`src/rtl/instruction_encoder.sv`:
```
// rtl/instruction_encoder.sv - MIPS instruction encoder feeding a 2-entry addressed output FIFO
// Optional feature macro: ENCODER_ILLEGAL_TRAP_EN (drop illegal ops and raise sticky illegal_op).
module instruction_encoder #(
  parameter int ADDR_WIDTH = 10,
  parameter int BASE_ADDR  = 0
) (
  input  logic                  clk,
  input  logic                  reset,
  input  logic                  in_valid,
  output logic                  in_ready,
  input  logic [3:0]            in_op,
  input  logic [4:0]            in_rs,
  input  logic [4:0]            in_rt,
  input  logic [4:0]            in_rd,
  input  logic [15:0]           in_imm,
  input  logic [25:0]           in_target,
  output logic                  out_valid,
  input  logic                  out_ready,
  output logic [31:0]           out_instruction,
  output logic [ADDR_WIDTH-1:0] out_addr,
  output logic [ADDR_WIDTH:0]   word_count,
  output logic                  done,
  output logic                  illegal_op
);

  localparam logic [ADDR_WIDTH-1:0] LP_BASE = ADDR_WIDTH'(BASE_ADDR);

  logic [31:0]           r_word [2];
  logic [ADDR_WIDTH-1:0] r_addr [2];
  logic                  r_wr_ptr;
  logic                  r_rd_ptr;
  logic [1:0]            r_count;
  logic [ADDR_WIDTH-1:0] r_addr_ctr;
  logic [ADDR_WIDTH:0]   r_word_count;
  logic                  r_done;

  logic [31:0] w_word;
  logic        w_accept;
  logic        w_push;
  logic        w_pop;
`ifdef ENCODER_ILLEGAL_TRAP_EN
  logic        w_legal;
  logic        r_illegal;
`endif

  always_comb begin
    w_word = 32'h0000_0000;
`ifdef ENCODER_ILLEGAL_TRAP_EN
    w_legal = 1'b1;
`endif
    case (in_op)
      4'd0:  w_word = {6'h00, in_rs, in_rt, in_rd, 5'h00, 6'h21};
      4'd1:  w_word = {6'h00, in_rs, in_rt, in_rd, 5'h00, 6'h20};
      4'd2:  w_word = {6'h00, in_rs, in_rt, in_rd, 5'h00, 6'h2A};
      4'd3:  w_word = {6'h00, in_rs, 5'h00, 5'h00, 5'h00, 6'h08};
      4'd4:  w_word = {6'h09, in_rs, in_rt, in_imm};
      4'd5:  w_word = {6'h08, in_rs, in_rt, in_imm};
      4'd6:  w_word = {6'h03, in_target};
      4'd7:  w_word = {6'h05, in_rs, in_rt, in_imm};
      4'd8:  w_word = {6'h04, in_rs, in_rt, in_imm};
      4'd9:  w_word = {6'h2B, in_rs, in_rt, in_imm};
      4'd10: w_word = {6'h23, in_rs, in_rt, in_imm};
      default: begin
        w_word = 32'h0000_0000;
`ifdef ENCODER_ILLEGAL_TRAP_EN
        w_legal = 1'b0;
`endif
      end
    endcase
  end

  assign in_ready  = (r_count != 2'd2) && !r_done;
  assign out_valid = (r_count != 2'd0);
  assign w_accept  = in_valid && in_ready;
  assign w_pop     = out_valid && out_ready;

`ifdef ENCODER_ILLEGAL_TRAP_EN
  assign w_push     = w_accept && w_legal;
  assign illegal_op = r_illegal;

  always_ff @(posedge clk or posedge reset) begin
    if (reset) begin
      r_illegal <= 1'b0;
    end else if (w_accept && !w_legal) begin
      r_illegal <= 1'b1;
    end
  end
`else
  assign w_push     = w_accept;
  assign illegal_op = 1'b0;
`endif

  // Push cannot coincide with a full FIFO, and pop never happens when empty.
  always_ff @(posedge clk or posedge reset) begin
    if (reset) begin
      r_word       <= '{default: '0};
      r_addr       <= '{default: '0};
      r_wr_ptr     <= 1'b0;
      r_rd_ptr     <= 1'b0;
      r_count      <= 2'd0;
      r_addr_ctr   <= LP_BASE;
      r_word_count <= '0;
      r_done       <= 1'b0;
    end else begin
      if (w_push) begin
        r_word[r_wr_ptr] <= w_word;
        r_addr[r_wr_ptr] <= r_addr_ctr;
        r_wr_ptr         <= ~r_wr_ptr;
        r_addr_ctr       <= r_addr_ctr + ADDR_WIDTH'(1);
        r_word_count     <= r_word_count + (ADDR_WIDTH+1)'(1);
        if (&r_addr_ctr) begin
          r_done <= 1'b1;
        end
      end
      if (w_pop) begin
        r_rd_ptr <= ~r_rd_ptr;
      end
      case ({w_push, w_pop})
        2'b10:   r_count <= r_count + 2'd1;
        2'b01:   r_count <= r_count - 2'd1;
        default: r_count <= r_count;
      endcase
    end
  end

  assign out_instruction = r_word[r_rd_ptr];
  assign out_addr        = r_addr[r_rd_ptr];
  assign word_count      = r_word_count;
  assign done            = r_done;

endmodule
```
`config.mk`:
```
export PLATFORM = sky130hd
export DESIGN_NAME = instruction_encoder
export DESIGN_NICKNAME = d
export VERILOG_FILES = /design/src/rtl/instruction_encoder.sv
export SDC_FILE = /design/constraint.sdc
export NUM_CORES = 1
export LEC_CHECK = 0
export CORE_ASPECT_RATIO = 1.25
export CORE_MARGIN = 3
export CORE_UTILIZATION = 45
export DETAILED_ROUTE_END_ITERATION = 6
export PLACE_DENSITY = 0.79
export SLEW_MARGIN = 10
export SYNTH_ARGS = -nofsm -noshare
export SYNTH_HDL_FRONTEND = slang
export SYNTH_SLANG_ARGS = --single-unit
```
`constraint.sdc`:
```
create_clock -name clk -period 3.6 [get_ports clk]
set_input_delay 0.72 -clock clk [delete_from_list [all_inputs] [get_ports clk]]
set_output_delay 0.72 -clock clk [all_outputs]
set_load 0.03 [all_outputs]
```
==> impl_metrics.tcl <==
set metrics [dict create \
    final.fill_count 956 \
    share_of_the_synthesized_area_in_the_top_cell_type_pct 48.2 \
    std_cell_rows 44 \
    synth_mux_area_share_pct 25.8 \
    num_io_pins 122 \
    grt_start_max_net_pins 57 \
    synth_enable_flop_cells 0 \
    worst_setup_hold_path_clk_slew_ns 0.07 \
    clock_path_buffers 2 \
    grt_overflow 0 \
    die_area_um2 13800 \
    vias 3962 \
    cts_num_sinks 108 \
    post_cts.resized_instances 0 \
    timing.final.crit_share_pct 85.1 \
    cts_stage_hold_buffer_count 0 \
    synth_xor_xnor_area_share_pct 4.22 \
    crit_end_category "primary output" \
    setup_tns_ns 0 \
    power-per-cell-area_nw_per_um2 872 \
    synth.yosys.warnings 0 \
    firstDrtPassIters 4 \
    antenna-diode-count 0 \
    drt-vias-per-instance 5.47 \
    worst_pin_slew_ns 0.880 \
    setup_repair_after_global_routing_missed_its_margin "false" \
    port_buffers 119 \
    clock-skew-final_ns 0.00737 \
    crit_type "reg2out" \
    synthAdderAreaFrac_pct 0.670 \
    wire_length_of_the_first_global_routing_pass_um 22100 \
    grt_antenna_before_repair 0 \
    syn_to_final_growth_pct 29.3 \
    clock_tree_from_tritoncts "yes" \
    critPathArrivalTime_ns 2.34 \
    finalMaxSlewViolations 0 \
    die_y_um 131 \
    root_buffer "sky130_fd_sc_hd__clkbuf_16" \
    core_area_um2 11900 \
    synth.yosys.seq_area_share_pct 48.2 \
    drt-total-wl_um 13500 \
    wl_per_cell_um 18.6 \
    drive_gt1_share_pct 22.7 \
    yosys_top_cell_by_area "sky130_fd_sc_hd__dfrtp_1" \
    synthSimpleGateAreaFrac_pct 8.28 \
    drv.max_cap_violation_count 0 \
    route.detailed.drc 0 \
    worst_hold_path_type "reg2reg" \
    synth.ff_latch_count 108 \
    critical_path.startpoint_type "flop" \
    reg2reg_depth 6 \
    latest_clock_arrival_within_the_worst_skew_pair_ns 0.34 \
    yosys-top-cells-area "sky130_fd_sc_hd__dfrtp_1, sky130_fd_sc_hd__mux2_2, sky130_fd_sc_hd__mux2_4" \
    synth.cell_area_um2 5600 \
    ir_worst_vdd_uv 539 \
    floorplan.initialDensity_pct 47.1 \
    prevailing_post_synth_register_cell "sky130_fd_sc_hd__dfrtp_1" \
    share_of_the_synthesized_area_in_compound_gates_ao_oa_aoi_oai_pct 9.27 \
    syn-instance-count 449 \
    path_max_fanout 24 \
    synthArstFlopShare_pct 100 \
    grt_pass1_vias 4255 \
    netlist-cell-type-count 53 \
    place_hpwl_um 9420 \
    globalplace.congestion 0.790 \
    postCtsSetupRepairBufs 0 \
    detail_route.iter0.violations 202 \
    die_width_um 106 \
    number_of_buffers_added_by_the_clock_tree_synthesis_step 9 \
    synth_area_per_inst_um2 12.5 \
    num-nets-final 626 \
    fmax_ghz 0.326 \
    final-hold-violation-count 0 \
    run_status "complete, no violations" \
    leakage_nw 3.27 \
    required_ns 2.88 \
    worst_slack_ns 0.536 \
    holdPathStages 1 \
    groute.usage.overall_pct 20.1 \
    cts-htree-levels 3 \
    synth_top_family_by_area "multiplexers" \
    final_antenna_net_count 0 \
    dp_slack_ns 0.661 \
    setup_violations 0 \
    slew_headroom_pct 41.2 \
    post-route-min-period_ns 3.06 \
]
==> synth_stat cells (2+ instances only) <==
master / n
sky130_fd_sc_hd__a211oi_1: 5
sky130_fd_sc_hd__a21o_1: 16
sky130_fd_sc_hd__a21oi_1: 6
sky130_fd_sc_hd__a22oi_1: 7
sky130_fd_sc_hd__a32o_1: 10
sky130_fd_sc_hd__and2_1: 3
sky130_fd_sc_hd__buf_1: 2
sky130_fd_sc_hd__buf_2: 9
sky130_fd_sc_hd__buf_4: 2
sky130_fd_sc_hd__buf_6: 4
sky130_fd_sc_hd__clkbuf_1: 15
sky130_fd_sc_hd__dfrtp_1: 108
sky130_fd_sc_hd__ha_1: 3
sky130_fd_sc_hd__inv_1: 5
sky130_fd_sc_hd__mux2_1: 22
sky130_fd_sc_hd__mux2_2: 59
sky130_fd_sc_hd__mux2_4: 35
sky130_fd_sc_hd__nand2_1: 22
sky130_fd_sc_hd__nand2b_1: 9
sky130_fd_sc_hd__nand3_1: 14
sky130_fd_sc_hd__nand4_1: 6
sky130_fd_sc_hd__nor2_1: 12
sky130_fd_sc_hd__nor2b_1: 3
sky130_fd_sc_hd__nor3_1: 2
sky130_fd_sc_hd__nor3b_1: 2
sky130_fd_sc_hd__nor4_1: 3
sky130_fd_sc_hd__o21ai_0: 4
sky130_fd_sc_hd__o21ai_1: 5
sky130_fd_sc_hd__o2bb2ai_1: 7
sky130_fd_sc_hd__xnor2_1: 17
sky130_fd_sc_hd__xor2_1: 10
==> metrics by stage <==
stage	hold slack, ns	utilization [%]	area (um^2)	total power [mW]	std cells
final	0.483	60.9	7250	6.32	724
after global routing	0.498	60.9	7250	6.65	724
after CTS	0.488	60.9	7250	6.37	724
after global placement	0.463	58.4	6950	5.23	708
after detailed placement	0.470	58.4	6950	5.33	708
after floorplan	0.447	-	5610	4.21	450
==> cell families after synthesis <==
logic type / Yosys count
adder cells (fa/ha/maj): 3
other: 1
flip-flops: 108
AO/OA/AOI/OAI: 69
AND/OR/NAND/NOR: 86
buffers and inverters: 38
multiplexers: 117
XOR/XNOR: 27
==> cell usage in the layout (no fill, tap or decap), drive strengths merged, types with 2 or more instances in the layout <==
master / netlist / routed
buf: 17 / 10
a22oi: 7 / 7
nand4: 6 / 6
nand3: 14 / 14
o21ai: 9 / 9
a21oi: 6 / 6
nor4: 3 / 3
clkdlybuf4s50: 0 / 119
inv: 6 / 8
mux2: 116 / 116
o2bb2ai: 7 / 7
clkinv: 0 / 2
nor2b: 4 / 4
ha: 3 / 3
clkbuf: 15 / 11
nand2: 22 / 22
a21o: 16 / 16
nor3: 3 / 3
conb: 1 / 2
dfrtp: 108 / 108
and2: 3 / 3
xor2: 10 / 10
nor3b: 2 / 2
xnor2: 17 / 17
nor2: 12 / 12
a211oi: 5 / 5
a32o: 10 / 10
nand2b: 9 / 9
==> path summary, 6_finish.rpt <==
check | start | to | slack (ns)
max | r_rd_ptr$_DFFE_PP0P_ | out_instruction[29] | 0.54
min | r_word[44]$_DFFE_PP0P_ | r_word[44]$_DFFE_PP0P_ | 0.48
max reg2reg | r_count[1]$_DFFE_PP0P_ | r_word[52]$_DFFE_PP0P_ | 1.34
min reg2reg | r_word[44]$_DFFE_PP0P_ | r_word[44]$_DFFE_PP0P_ | 0.48
max in group asynchronous | reset | r_word[2]$_DFFE_PP0P_ | 2.02
min in group asynchronous | reset | r_addr[0]$_DFFE_PP0P_ | 0.86
==> worst max-delay path: stages (launching register included) <==
cell	delay, ns
sky130_fd_sc_hd__dfrtp_2	0.72
sky130_fd_sc_hd__buf_12	0.26
sky130_fd_sc_hd__mux2_2	0.38
sky130_fd_sc_hd__clkdlybuf4s50_1	0.61
==> per-layer routing <==
layer	share of wire [%]	wire length [um]	track usage [%]	up-vias
met2	51	6890	35.5	110
met3	5.5	735	5.41	19
met1	42	5630	24.2	1997
met4	1.6	213	6.17	0
met5	0	0	0	-
li1	-	-	-	1836
==> report_power, final <==
| part | leakage (nW) | switching (mW) | internal [mW] |
|---|---|---|---|
| clock network | 0.150 | 0.444 | 0.562 |
| registers | 1.36 | 0.408 | 1.73 |
| logic | 1.75 | 1.56 | 1.62 |
==> flip-flops by register name, indices dropped and copies added (netlist names) <==
register	cells
r_addr	20
done	1
r_word	62
r_wr_ptr	1
r_rd_ptr	1
word_count	11
r_count	2
r_addr_ctr	10
==> layout make-up <==
cell class	count	area (um^2)	area share (%)
clock buffer	11	243	3.35
clock inverter	5	57.6	0.794
inverter	6	25.0	0.345
multi-input combinational	304	2720	37.6
sequential	108	2700	37.3
tap	161	201	2.78
timing repair buffer	129	1290	17.8
Power figures use the tool's default switching activity.
